==> config.mk <==
export PLATFORM = sky130hd
export DESIGN_NAME = clk_div_prog
export DESIGN_NICKNAME = d
export VERILOG_FILES = /design/src/rtl/clk_div_prog.sv
export SDC_FILE = /design/constraint.sdc
export NUM_CORES = 1
export LEC_CHECK = 0
export BUFFER_PORTS_ARGS = -buffer_cell sky130_fd_sc_hd__buf_2
export CORE_ASPECT_RATIO = 1.2
export CORE_MARGIN = 2
export CORE_UTILIZATION = 41
export CTS_CLUSTER_DIAMETER = 100
export DETAILED_ROUTE_END_ITERATION = 7
export PLACE_DENSITY = 0.55
export SYNTH_ARGS = -nofsm -noshare
export SYNTH_HDL_FRONTEND = slang
export SYNTH_SLANG_ARGS = --single-unit
==> constraint.sdc <==
create_clock -name clk_in -period 6.9 [get_ports clk_in]
set_clock_uncertainty 0.15 [all_clocks]
set_input_delay 1.38 -clock clk_in [delete_from_list [all_inputs] [get_ports clk_in]]
set_output_delay 1.38 -clock clk_in [all_outputs]
set_load 0.01 [all_outputs]
==> src/rtl/clk_div_prog.sv <==
// clk_div_prog: NUM_CH independent programmable clock dividers sharing one
// phase-align strobe. Each channel toggles clk_out[i] every eff=max(act,1)
// clk_in cycles. Divisor updates pass through a shadow register and only
// take effect on a half-period boundary, so no short pulses are produced.
// Optional feature: define CLK_DIV_TICK_EN to get a registered tick pulse
// on every clk_out change; otherwise tick is tied low.
module clk_div_prog #(
    parameter int unsigned NUM_CH = 2,
    parameter int unsigned CNT_W  = 16
) (
    input  logic                    clk_in,
    input  logic                    rst_n,
    input  logic [NUM_CH-1:0]       en,
    input  logic [NUM_CH*CNT_W-1:0] half_period,
    input  logic [NUM_CH-1:0]       load,
    input  logic                    sync,
    output logic [NUM_CH-1:0]       clk_out,
    output logic [NUM_CH-1:0]       tick
);

    for (genvar i = 0; i < NUM_CH; i++) begin : g_ch
        logic [CNT_W-1:0] cnt_q, cnt_d;
        logic [CNT_W-1:0] act_q, act_d;
        logic [CNT_W-1:0] shd_q, shd_d;
        logic [CNT_W-1:0] hp;
        logic [CNT_W-1:0] term_val;
        logic             pend_q, pend_d;
        logic             clk_q, clk_d;
        logic             en_q;
        logic             restart;
        logic             terminal;

        assign hp       = half_period[i*CNT_W +: CNT_W];
        // A divisor of zero behaves as one, so the terminal count is 0 as well.
        assign term_val = (act_q == '0) ? '0 : act_q - CNT_W'(1);
        // Sync and the enable rising edge both restart the channel phase.
        assign restart  = sync | (en[i] & ~en_q);
        assign terminal = en[i] & ~restart & (cnt_q == term_val);

        // Next-state for counter, divisors, pending flag and output clock.
        always_comb begin
            cnt_d  = cnt_q;
            act_d  = act_q;
            shd_d  = shd_q;
            pend_d = pend_q;
            clk_d  = clk_q;
            if (restart || terminal) begin
                cnt_d = '0;
                clk_d = restart ? 1'b0 : ~clk_q;
                if (load[i]) begin
                    // New value bypasses the shadow straight into act.
                    shd_d  = hp;
                    act_d  = hp;
                    pend_d = 1'b0;
                end else if (pend_q) begin
                    act_d  = shd_q;
                    pend_d = 1'b0;
                end
            end else begin
                if (en[i]) begin
                    cnt_d = cnt_q + CNT_W'(1);
                end else begin
                    cnt_d = '0;
                    clk_d = 1'b0;
                end
                if (load[i]) begin
                    shd_d  = hp;
                    pend_d = 1'b1;
                end
            end
        end

        // Channel state registers; reset restores divide-by-2.
        always_ff @(posedge clk_in or negedge rst_n) begin
            if (!rst_n) begin
                cnt_q  <= '0;
                act_q  <= CNT_W'(1);
                shd_q  <= CNT_W'(1);
                pend_q <= 1'b0;
                clk_q  <= 1'b0;
                en_q   <= 1'b0;
            end else begin
                cnt_q  <= cnt_d;
                act_q  <= act_d;
                shd_q  <= shd_d;
                pend_q <= pend_d;
                clk_q  <= clk_d;
                en_q   <= en[i];
            end
        end

        assign clk_out[i] = clk_q;

`ifdef CLK_DIV_TICK_EN
        logic tick_q;

        // Pulse in exactly the cycle the output clock changes value.
        always_ff @(posedge clk_in or negedge rst_n) begin
            if (!rst_n) begin
                tick_q <= 1'b0;
            end else begin
                tick_q <= clk_d ^ clk_q;
            end
        end

        assign tick[i] = tick_q;
`else
        assign tick[i] = 1'b0;
`endif
    end

endmodule

Yosys cells after proc, flatten, opt, wreduce, memory -nomap -nowiden
Cells that the tools add are included.
{"block": "classes", "n_addsub": 4, "n_mul": 0, "div": 0, "n_lt_le_gt_ge": 0, "n_eq_ne": 4, "shifts": 0, "mux": 20, "n_bitwise": 14, "reduce_logical": 10}
{"cell": "16-bit 2-to-1 mux", "n": 10}
{"cell": "16-bit by 1-bit adder with 16-bit output, second input constant", "n": 2}
{"cell": "16-bit == test", "n": 2}
{"cell": "16-bit zero test", "n": 2}
{"cell": "16-bit by 1-bit subtractor with 16-bit output, second input constant", "n": 2}
{"cell": "1-bit 2-to-1 mux", "n": 10}
{"cell": "2-bit nonzero test", "n": 4}
{"cell": "1-bit AND", "n": 6}
{"cell": "1-bit NOT", "n": 6}
{"cell": "2-bit by 1-bit inequality test with 1-bit output, second input constant", "n": 2}
{"cell": "2-bit AND reduction", "n": 2}
{"cell": "1-bit logical OR", "n": 2}
{"cell": "1-bit bitwise OR", "n": 2}
{"block": "word_totals", "register_bits": 102, "latchBits": 0, "ram_bits": 0, "rom_bits": 0, "output_inout_bits": 4, "memories": 0}

Logic depth before layout (Yosys ltp)
{"block": "logic_depth", "ltp_word": 8, "depth_mapped": 13, "mapped_depth_nobuf": 10}

Worst setup path before layout
Ideal clock, no wire load.
{"block": "synth_path", "path_kind": "flip-flop to flip-flop", "from": "reg g_ch[0].act_q[1]", "to": "reg g_ch[0].act_q[3]", "setup_ns": 0.120, "t_arrival_ns": 3.436, "t_required_ns": 6.630, "setup_slack_ns": 3.194, "path_stages_with_launch": 13, "n_path_buf": 2, "path_cell_list": "dfrtp_1 -> inv_1 -> ha_1 -> or3b_2 -> clkbuf_1 -> nor4_1 -> mux2_2 -> a2111oi_0 -> nand4_1 -> a2111o_1 -> buf_6 -> or4_1 -> and3_1"}
{"block": "synth_between", "elab_chain_cells": 6, "elab_cells_between_ends": 7}
{"item": "from (decl)", "line": "23", "rtl": "logic [CNT_W-1:0] act_q, act_d;"}
{"item": "from (signal assigned)", "line": "84", "rtl": "act_q <= act_d;"}
{"item": "16-bit by 1-bit subtractor with 16-bit output / 16-bit zero test (equally long branches)", "line": "35", "rtl": "assign term_val = (act_q == '0) ? '0 : act_q - CNT_W'(1);"}
{"item": "16-bit 2-to-1 mux (*)", "line": "35"}
{"item": "16-bit == test (*)", "line": "38", "rtl": "assign terminal = en[i] & ~restart & (cnt_q == term_val);"}
{"item": "1-bit AND (*)", "line": "38"}
{"item": "1-bit logical OR (*)", "line": "47", "rtl": "if (restart || terminal) begin"}
{"item": "2-bit AND reduction (no line) (*)"}
Every way passes the cells marked *; elsewhere a longest branch is shown, timed or not.
A chain may end at the register's enable or synchronous reset.

Worst setup path in the final report
{"block": "layout_path", "from": "reg g_ch[0].act_q[1]", "to": "reg g_ch[0].clk_q"}
{"block": "layout_between", "elab_chain_cells": 6, "elab_cells_between_ends": 8}
{"item": "16-bit by 1-bit subtractor with 16-bit output / 16-bit zero test (equally long branches)", "line": "35"}
{"item": "16-bit 2-to-1 mux (*)", "line": "35"}
{"item": "16-bit == test (*)", "line": "38"}
{"item": "1-bit AND (*)", "line": "38"}
{"item": "1-bit logical OR (*)", "line": "47"}
{"item": "2-bit by 1-bit inequality test with 1-bit output (no line) / 1-bit 2-to-1 mux (equally long branches)"}
{"item": "to (signal assigned)", "line": "87", "rtl": "clk_q <= clk_d;"}
{"item": "to (decl)", "line": "28", "rtl": "logic clk_q, clk_d;"}
Marked as above.

==> impl_results.md <==
* Post-CTS Setup Repair Bufs at 0
* Drt via density at 5.59
* Layout net count at slightly below 700
* Slew Limit Fails at 0
* Die Y at 138 um
* Number of DRC markers in iteration 0 at 276
* Initial antenna violation count at 0
* Internal Dissipation at 1090 uW
* Worst-skew pair later-pin latency at 0.36 ns
* Remaining DRCs at 0
* Minimum clock period at approximately 4.5 ns
* Hold_sp: g_ch[1].shd_q[6]
* Register area share after synthesis at 0.420
* Final instance area at roughly 6600 um2
* VDD IR max at 0.133 mV
* Hold Buf Count CTS at 0
* IO Pins at 43
* Fin. Hold Viols at 0
* Initial Util at 0.421
* Max incr delay on CP at 0.79 ns
* PortBufs at 40
* Cell-by-cell trace of the critical path: inv_1 -> ha_1 -> or3b_2 -> nor4_1 -> mux2_2 -> a2111oi_0 -> nand4_1 -> a2111o_1 -> nor2_2 -> mux2i_1
* Die area at 15900 um2
* Core ar. at 14500 um2
* Final core occ at 0.457
* Mapped Area at 6090 um2
* Cell family with most CP delay: simple AND/OR/NAND/NOR gates
* CP Class: register to register
* Chip width at between 100 and 150 um
* Crit path capture type: register
* Drt first pass iters at 5
* Power per cell area at around 240 nW/um2
* Largest net degree at the start of global routing at 67
* Comb pwr share at 0.225
* Total number of H-tree levels at 3
* Gr usage total at 0.191
* Synthesized flop and latch total at ~100
* Avg Cell Area, Syn at 9.70 um2
* Leakage at 0.00260 uW
* Fin crit share at 0.646
* Layout cells sized above 1 at 0.179
* Yosys warns at 0
* DR WL/cell at 16.5 um
* Fmax at 224 MHz
* Footprint of the multi-input gates at 3270 um2
* CTS tree: yes
* Dpl hpwl at 9.78 mm
* Slew @ Worst Pin at 1.04 ns
* Post-synth ARST share at 1.00
* Total global routing overflow at 0
* PostCTS Resize Cnt at 0
* Most frequent cells in the layout: dfrtp_1 (98), nor2_1 (59), mux2_2 (41)
* Number of synthesized flops with an enable pin at 0
* # diodes at 0
* Clock network power share at 0.306
* Via count at about 4.7k
* Mapped Cells at roughly 630
* Max Fanout on Critical Path at 33
* Critical path origin: g_ch[0].act_q[1]
* Status: complete, no violations
* GPL Wtd Cong at 0.852
* CP arrival at 4.58 ns
* Top FF cell, synth: dfrtp_1
* Yosys cell types at 63
* Min-delay worst type: register to register
* Switch share at 0.326
* Critical Path RT at ~7 ns
* FP Rows at 48
* Total Wirelength at 13.9 mm
* Sequential power share at 0.469
* R2R setup slack at 2.44 ns
* Post-route ant nets at 0
* Startpoint Class: register
* CTS buffer count at 9
* Clk root buf: clkbuf_16
* Switching power at 527 uW
* Reg clk slew, reported paths at ~0.070 ns
* Fill cells at 1406
* DP Area at 6330 um2
* Setup Total Neg Slack at 0 ns
* Register Area at 2560 um2
* Worst r2r src: g_ch[0].act_q[1]
* Worst path slowest cell: nor2_2
* Most common cell after layout, fill and taps aside: dfrtp_1
* RSZ-0062 raised after global routing: no
* Clk buf depth at 2
* Number of global-route vias before repair at around 4.8k
* Max Cap Viol at 0
* Slew HR at 0.304
* Final setup viols at 0
* Worst path bufs/invs at 1
* Area growth, synth to finish at 8.65%
* First-pass GRT wire length at 24.0 mm
* CTS Sinks at 102
[through the flow]
step / worst slack [ns] / hold WS, ns / instances / power [uW]
floorplan: 3.19 / 0.318 / 629 / 1030
global placement: 2.60 / 0.327 / 825 / 1120
detailed placement: 2.48 / 0.333 / 825 / 1130
CTS: 2.45 / 0.349 / 841 / 1630
global route: 2.05 / 0.355 / 841 / 1720
finish: 2.44 / 0.345 / 841 / 1620
[final timing paths]
kind                            depth (start not counted)           endpoint
worst max-delay path                                   10      g_ch[0].clk_q
worst min-delay path                                    1   g_ch[1].shd_q[6]
worst max register to register                         10      g_ch[0].clk_q
worst min register to register                          1   g_ch[1].shd_q[6]
max in group asynchronous                               2   g_ch[0].cnt_q[8]
min in group asynchronous                               1  g_ch[1].shd_q[13]
[power groups by stage]
stage	sequential (uW)	clock (uW)	combinational [uW]
CTS	759	508	367
floorplan	719	0	314
finish	758	496	364
detailed placement	770	0	364
global route	772	534	410
global placement	766	0	354
[routing by layer]
metal,vias to the layer above,global-route usage,wire length [um]
li1,2294,-,-
met1,2331,0.229,6020
met2,69,0.344,7320
met3,11,0.0374,328
met4,0,0.0582,219
met5,-,0,0
[sequential cells by signal, indices dropped and copies added, names as in the netlist]
signal,cells
g_ch.en_q,2
g_ch.shd_q,32
g_ch.cnt_q,32
g_ch.act_q,32
g_ch.pend_q,2
g_ch.clk_q,2
[synthesized netlist by cell type, types with 3 or more instances]
library cell	count	area, um2
dfrtp_1	98	2450
dfstp_2	4	105
or3_1	10	62.6
buf_2	7	35.0
nand3b_1	13	97.6
ha_1	4	50.1
o211ai_1	4	30.0
a21oi_1	18	90.1
buf_4	4	30.0
clkbuf_1	30	113
nor4_1	15	93.8
nand2b_1	3	18.8
o31a_1	3	26.3
or4_1	23	173
mux2_2	41	462
nor3_1	26	130
nor3b_1	8	60.1
xnor2_1	26	228
buf_6	5	56.3
nand4b_1	3	26.3
a221oi_1	5	43.8
mux2i_1	6	60.1
xor2_1	31	272
a2111oi_0	6	52.6
mux2_1	9	101
nand3_1	23	115
nor2_1	59	221
o31ai_1	3	22.5
inv_1	9	33.8
nor2b_1	5	31.3
o21ai_0	21	105
and3_1	24	150
nand2_1	36	135
nand4_1	7	43.8
[final cells by class]
cell class	instances	area share
repair buffers	43	0.0340
clock inverters	5	0.00643
well taps	200	0.0378
multi-input cells	471	0.493
inverters	9	0.00510
clock buffers	11	0.0367
flip-flops and latches	102	0.386
[cell families after synthesis]
family                   share of synthesized area
adder cells (fa/ha/maj)                    0.00822
AO/OA/AOI/OAI                               0.0910
XOR/XNOR                                    0.0857
multiplexers                                 0.102
flip-flops                                   0.420
other                                     0.000616
buffers and inverters                       0.0446
AND/OR/NAND/NOR                              0.248
Power figures use the tool's default switching activity.
